File: config.mk
export PLATFORM = sky130hd
export DESIGN_NAME = sb_merge_store
export DESIGN_NICKNAME = d
export VERILOG_FILES = /design/src/rtl/sb_merge_store.sv
export SDC_FILE = /design/constraint.sdc
export NUM_CORES = 1
export LEC_CHECK = 0
export CAP_MARGIN = 20
export CORE_UTILIZATION = 54
export CTS_BUF_LIST = sky130_fd_sc_hd__clkbuf_8
export DETAILED_ROUTE_END_ITERATION = 8
export GPL_TIMING_DRIVEN = 1
export PLACE_DENSITY = 0.88
export RECOVER_POWER = 100
export SLEW_MARGIN = 20
export SYNTH_ARGS = -nofsm -noshare
export SYNTH_HDL_FRONTEND = slang
export SYNTH_SLANG_ARGS = --single-unit
export TNS_END_PERCENT = 5
File: constraint.sdc
create_clock -name clk -period 3.95 [get_ports clk]
set_clock_uncertainty 0.2 [all_clocks]
set_input_delay 0.9875 -clock clk [delete_from_list [all_inputs] [get_ports clk]]
set_output_delay 0.9875 -clock clk [all_outputs]
set_load 0.02 [all_outputs]
File: src/rtl/sb_merge_store.sv
// Store merge unit: sb/sh/sw into a single-port word memory, RMW for sub-word stores.
// Optional SB_MERGE_FWD_EN adds a one-entry last-write buffer so sub-word hits skip the read.
module sb_merge_store #(
    parameter int unsigned ADDR_W = 10
) (
    input  logic              clk,
    input  logic              reset,
    input  logic              req_valid,
    output logic              req_ready,
    input  logic [31:0]       req_addr,
    input  logic [31:0]       req_data,
    input  logic [1:0]        req_size,
    output logic [ADDR_W-1:0] mem_addr,
    output logic              mem_re,
    input  logic [31:0]       mem_rdata,
    output logic              mem_we,
    output logic [31:0]       mem_wdata,
    output logic              busy,
    output logic              done,
    output logic              err
);

    typedef enum logic [2:0] {IDLE, RD, WT, WR, ERR} state_t;

    state_t            state, state_nxt;
    logic [ADDR_W-1:0] waddr_q;
    logic [1:0]        lane_q;
    logic [1:0]        size_q;
    logic [31:0]       data_q;
    logic [31:0]       wdata_q;
    logic              req_bad;
    logic              fwd_hit;
    logic [31:0]       fwd_base;
    logic              unused_addr_hi;

    assign unused_addr_hi = ^req_addr[31:ADDR_W+2];

    // Little-endian lane merge; word size passes the store data through.
    function automatic logic [31:0] merge(input logic [31:0] base, input logic [31:0] d,
                                          input logic [1:0] lane, input logic [1:0] size);
        logic [31:0] r;
        r = base;
        case (size)
            2'b00:   r[{lane, 3'b000} +: 8]     = d[7:0];
            2'b01:   r[{lane[1], 4'b0000} +: 16] = d[15:0];
            default: r = d;
        endcase
        return r;
    endfunction

    assign req_bad = (req_size == 2'b11) ||
                     (req_size == 2'b01 && req_addr[0]) ||
                     (req_size == 2'b10 && req_addr[1:0] != 2'b00);

`ifdef SB_MERGE_FWD_EN
    logic              fwd_valid;
    logic [ADDR_W-1:0] fwd_addr;
    logic [31:0]       fwd_data;

    always_ff @(posedge clk or negedge reset) begin
        if (!reset) begin
            fwd_valid <= 1'b0;
            fwd_addr  <= '0;
            fwd_data  <= '0;
        end else if (state == WR) begin
            fwd_valid <= 1'b1;
            fwd_addr  <= waddr_q;
            fwd_data  <= wdata_q;
        end
    end

    assign fwd_hit  = fwd_valid && (fwd_addr == req_addr[ADDR_W+1:2]);
    assign fwd_base = fwd_data;
`else
    assign fwd_hit  = 1'b0;
    assign fwd_base = '0;
`endif

    always_ff @(posedge clk or negedge reset) begin
        if (!reset) state <= IDLE;
        else        state <= state_nxt;
    end

    always_comb begin
        state_nxt = state;
        case (state)
            IDLE: if (req_valid) begin
                if (req_bad)                           state_nxt = ERR;
                else if (req_size == 2'b10 || fwd_hit) state_nxt = WR;
                else                                   state_nxt = RD;
            end
            RD:      state_nxt = WT;
            WT:      state_nxt = WR;
            WR:      state_nxt = IDLE;
            ERR:     state_nxt = IDLE;
            default: state_nxt = IDLE;
        endcase
    end

    // wdata_q is preloaded at accept (word data or forwarded merge); RMW overwrites it in WT.
    always_ff @(posedge clk or negedge reset) begin
        if (!reset) begin
            waddr_q <= '0;
            lane_q  <= '0;
            size_q  <= '0;
            data_q  <= '0;
            wdata_q <= '0;
        end else begin
            if (state == IDLE && req_valid) begin
                waddr_q <= req_addr[ADDR_W+1:2];
                lane_q  <= req_addr[1:0];
                size_q  <= req_size;
                data_q  <= req_data;
                wdata_q <= merge(fwd_base, req_data, req_addr[1:0], req_size);
            end
            if (state == WT) wdata_q <= merge(mem_rdata, data_q, lane_q, size_q);
        end
    end

    always_comb begin
        req_ready = 1'b0;
        busy      = 1'b1;
        mem_re    = 1'b0;
        mem_we    = 1'b0;
        mem_addr  = '0;
        mem_wdata = '0;
        done      = 1'b0;
        err       = 1'b0;
        case (state)
            IDLE: begin
                req_ready = 1'b1;
                busy      = 1'b0;
            end
            RD: begin
                mem_re   = 1'b1;
                mem_addr = waddr_q;
            end
            WR: begin
                mem_we    = 1'b1;
                mem_addr  = waddr_q;
                mem_wdata = wdata_q;
                done      = 1'b1;
            end
            ERR: begin
                done = 1'b1;
                err  = 1'b1;
            end
            default: ;
        endcase
    end

endmodule

==> flow_metrics.py <==
metrics = {
    "critical_path": {
        "worstSetupStartpointType": "flop",
        "critPathArrivalTime_ns": 2.48,
        "worst_setup_path_end_kind": "output port",
        "path_delay_family": "buffers and inverters",
        "worstReg2RegStart": "state[1]",
        "critical_path.cell_chain": "nor2b_2 -> clkbuf_2 -> and2_1 -> or2_2 -> clkdlybuf4s50_1",
        "crit_path_max_fanout": 25,
        "rrSetupSlack_ns": 0.64,
        "criticalPathCategory": "flop to output port",
        "timing.critical_path.required_ns": 2.76,
        "crit_path_top_delay_cell": "sky130_fd_sc_hd__clkdlybuf4s50_1",
        "critPathCapture": "done",
        "path_buf_inv": 2,
        "critical-path-max-stage-delay_ns": 0.55,
        "timing.rr.end": "wdata_q[7]",
        "crit_path_start": "state[0]",
        "reg2reg_depth": 5,
        "path_depth": 5,
    },
    "clock_tree": {
        "cts-root-to-sink-buffers": 2,
        "clock_sink_count": 81,
        "ctsHtreeMaxLevel": 3,
        "cts_tree": "built",
        "cts_hold_buffers": 0,
        "clkSlewWorstSetupHoldPaths_ns": 0.08,
        "cts_repair_resize_count": 0,
        "clock_latency_ns": 0.36,
        "tritoncts.num_buffers": 9,
        "ctsRootBufferMaster": "sky130_fd_sc_hd__clkbuf_8",
        "cts_setup_buffers": 0,
    },
    "routing": {
        "final_antenna_net_count": 0,
        "tritonroute_pass_1_iters": 6,
        "drc": 0,
        "vias_per_cell": 6.35,
        "postRouteWirelength_um": 17200,
        "vias": 5352,
        "detail_route.iter0.violations": 541,
        "routedWlPerCell_um": 20.4,
    },
    "global_route": {
        "total_congestion_overflow_after_global_routing": 0,
        "maximum_number_of_pins_on_one_net_before_global_route_repair": 82,
        "grt_first_pass_wirelength_um": 26400,
        "initial_antenna_violation_count": 0,
        "first_global_vias": 5194,
        "grt_util_all_layers_pct": 33.6,
    },
    "logic_synthesis": {
        "yosysTopAreaCell": "sky130_fd_sc_hd__dfrtp_1",
        "ys_warn_count": 0,
        "asyncSetResetFlopFracSynth_pct": 100,
        "dominantRegCellSynth": "sky130_fd_sc_hd__dfrtp_1",
        "synth_area_mm2": 0.00543,
        "number_of_instances_in_the_synthesized_netlist": 600,
        "synth_top_cells_by_area": "sky130_fd_sc_hd__dfrtp_1, sky130_fd_sc_hd__nand2_1, sky130_fd_sc_hd__mux2i_1",
        "avg_inst_size_synth_um2": 9.05,
        "synth.distinct_cells": 64,
        "yosysSeqAreaShare_pct": 37.3,
        "number_of_nets_in_the_synthesized_netlist": 711,
        "number_of_flops_mapped_to_enable_cells_by_yosys": 0,
        "total_of_flip_flops_plus_latches_after_synthesis": 81,
        "yosys.area.top_type_share_pct": 37.3,
    },
    "die": {
        "die_y_um": 102,
        "area_of_the_die_mm2": 0.0105,
        "starting_density_of_the_core_pct": 55.5,
        "fp.dieW_um": 102,
        "boundary_pins": 149,
        "standard_cell_rows": 36,
        "fp.coreArea_mm2": 0.00977,
    },
    "power": {
        "power_density_mw_per_mm2": 747,
        "power.leakage_nw": 3.14,
        "worst_ir_drop_vdd_mv": 0.325,
    },
    "sta": {
        "timing.max_slew.rel_slack_pct": -35.5,
        "achievable-frequency_mhz": 273,
        "period_share_pct": 92.8,
        "max_slew.worst_pin.slew_ns": 2.03,
        "report.final.slew_viol_count": 82,
        "fin_setup_tns_ns": 0,
        "finalHoldViolCount": 0,
        "setup-violations-final": 0,
        "fin_worst_hold_slack_ns": 0.273,
        "grt_setup_unrepaired": "no",
        "layout_min_cycle_time_ns": 3.66,
    },
    "finish": {
        "synthToLayoutAreaGrowth_pct": 24.6,
        "number_of_nets_in_the_layout": 816,
        "proportion_of_layout_cells_with_a_drive_suffix_above_1_pct": 8.17,
        "num_antenna_cells": 0,
    },
    "place": {
        "gp_routability_congestion": 0.941,
        "port_buffers": 128,
        "hpwl_um": 12200,
    },
    "worst_hold_path": {
        "holdCritPathClass": "flop to flop",
    },
    "run": {
        "timing.max_cap.violations": 1,
    },
    "status": {
        "outcome": "finished with violations",
        "violated_checks": "max-capacitance violations, max-slew violations",
    },
}
## metal layers
metal / wire length (um) / GRT usage, %
met4: 593 / 16.8
met5: 0 / 0
met2: 8130 / 54.4
met1: 6570 / 43.6
met3: 1870 / 5.75
## cells in the final DEF, fill, tap and decap left out, types with 11 or more instances in the layout
cell type | synthesis | layout
sky130_fd_sc_hd__nand2_1 | 147 | 148
sky130_fd_sc_hd__dfrtp_1 | 81 | 81
sky130_fd_sc_hd__clkdlybuf4s50_1 | 0 | 80
sky130_fd_sc_hd__dlygate4sd3_1 | 0 | 47
sky130_fd_sc_hd__and3_1 | 34 | 34
sky130_fd_sc_hd__mux2i_1 | 31 | 31
sky130_fd_sc_hd__a221oi_1 | 14 | 24
sky130_fd_sc_hd__nor2_1 | 22 | 21
sky130_fd_sc_hd__inv_1 | 19 | 20
sky130_fd_sc_hd__o21ai_0 | 7 | 15
sky130_fd_sc_hd__o22ai_1 | 12 | 12
sky130_fd_sc_hd__and2_1 | 11 | 11
## worst min-delay path, delay by kind of cell (launching register included)
kind | cells | cell delay (ns)
and+or+nand+nor | 2 | 0.11
DFF | 1 | 0.34
## flip-flops by register name (all words and copies together) (netlist names)
| name | flops |
|---|---|
| data_q | 32 |
| wdata_q | 32 |
| waddr_q | 10 |
| state | 3 |
| lane_q | 2 |
| size_q | 2 |
## worst min path at each step
stage	start	end	slack, ns	cells past startpoint
after global placement	waddr_q[7]	waddr_q[7]	0.25	2
after floorplan	waddr_q[0]	waddr_q[0]	0.24	2
final	waddr_q[7]	waddr_q[7]	0.27	2
after detailed placement	waddr_q[7]	waddr_q[7]	0.26	2
after global routing	waddr_q[1]	waddr_q[1]	0.29	2
after CTS	waddr_q[7]	waddr_q[7]	0.28	2
## power by group
part           switching (mW)  total, mW  internal, mW
sequential              0.419       1.65          1.23
clock                   0.323      0.615         0.292
combinational            1.62       2.79          1.17
## cell type report
type / count / area, um2
fill: 793 / 3010
multi-input combinational: 449 / 2920
sequential: 81 / 2030
timing repair buffer: 143 / 1370
tap: 133 / 166
clock buffer: 9 / 124
inverter: 21 / 78.8
clock inverter: 7 / 71.3
## synth_stat cells (12+ instances only)
| cell | instances |
|---|---|
| sky130_fd_sc_hd__o21ai_1 | 18 |
| sky130_fd_sc_hd__mux2i_1 | 31 |
| sky130_fd_sc_hd__o22ai_1 | 12 |
| sky130_fd_sc_hd__nor2_1 | 22 |
| sky130_fd_sc_hd__nand2_1 | 147 |
| sky130_fd_sc_hd__inv_1 | 19 |
| sky130_fd_sc_hd__a221oi_2 | 15 |
| sky130_fd_sc_hd__and3_1 | 34 |
| sky130_fd_sc_hd__buf_2 | 14 |
| sky130_fd_sc_hd__a221oi_1 | 14 |
| sky130_fd_sc_hd__dfrtp_1 | 81 |
| sky130_fd_sc_hd__clkbuf_1 | 24 |
## logic make-up (layout without fill, tap and decap cells)
kind of cell    count (synthesis)  after routing  synth area share, %
compound gates                145            145                 23.0
fa+ha+maj                      10             10                 2.30
buf+inv                        70            180                 6.80
flops                          81             81                 37.3
mux                            32             32                 5.92
simple gates                  262            262                 24.7
## metrics by stage
step / setup WS (ns) / utilization [%] / cells / area, um2 / power, mW
global route: 0.183 / 69.2 / 843 / 6770 / 5.35
global placement: 0.451 / 68.7 / 827 / 6720 / 4.41
CTS: 0.436 / 70.7 / 843 / 6910 / 5.16
finish: 0.285 / 69.2 / 843 / 6770 / 5.06
detailed placement: 0.357 / 68.7 / 827 / 6720 / 4.55
floorplan: 1.30 / - / 600 / 5430 / 3.62
(Power assumes the default switching activity.)
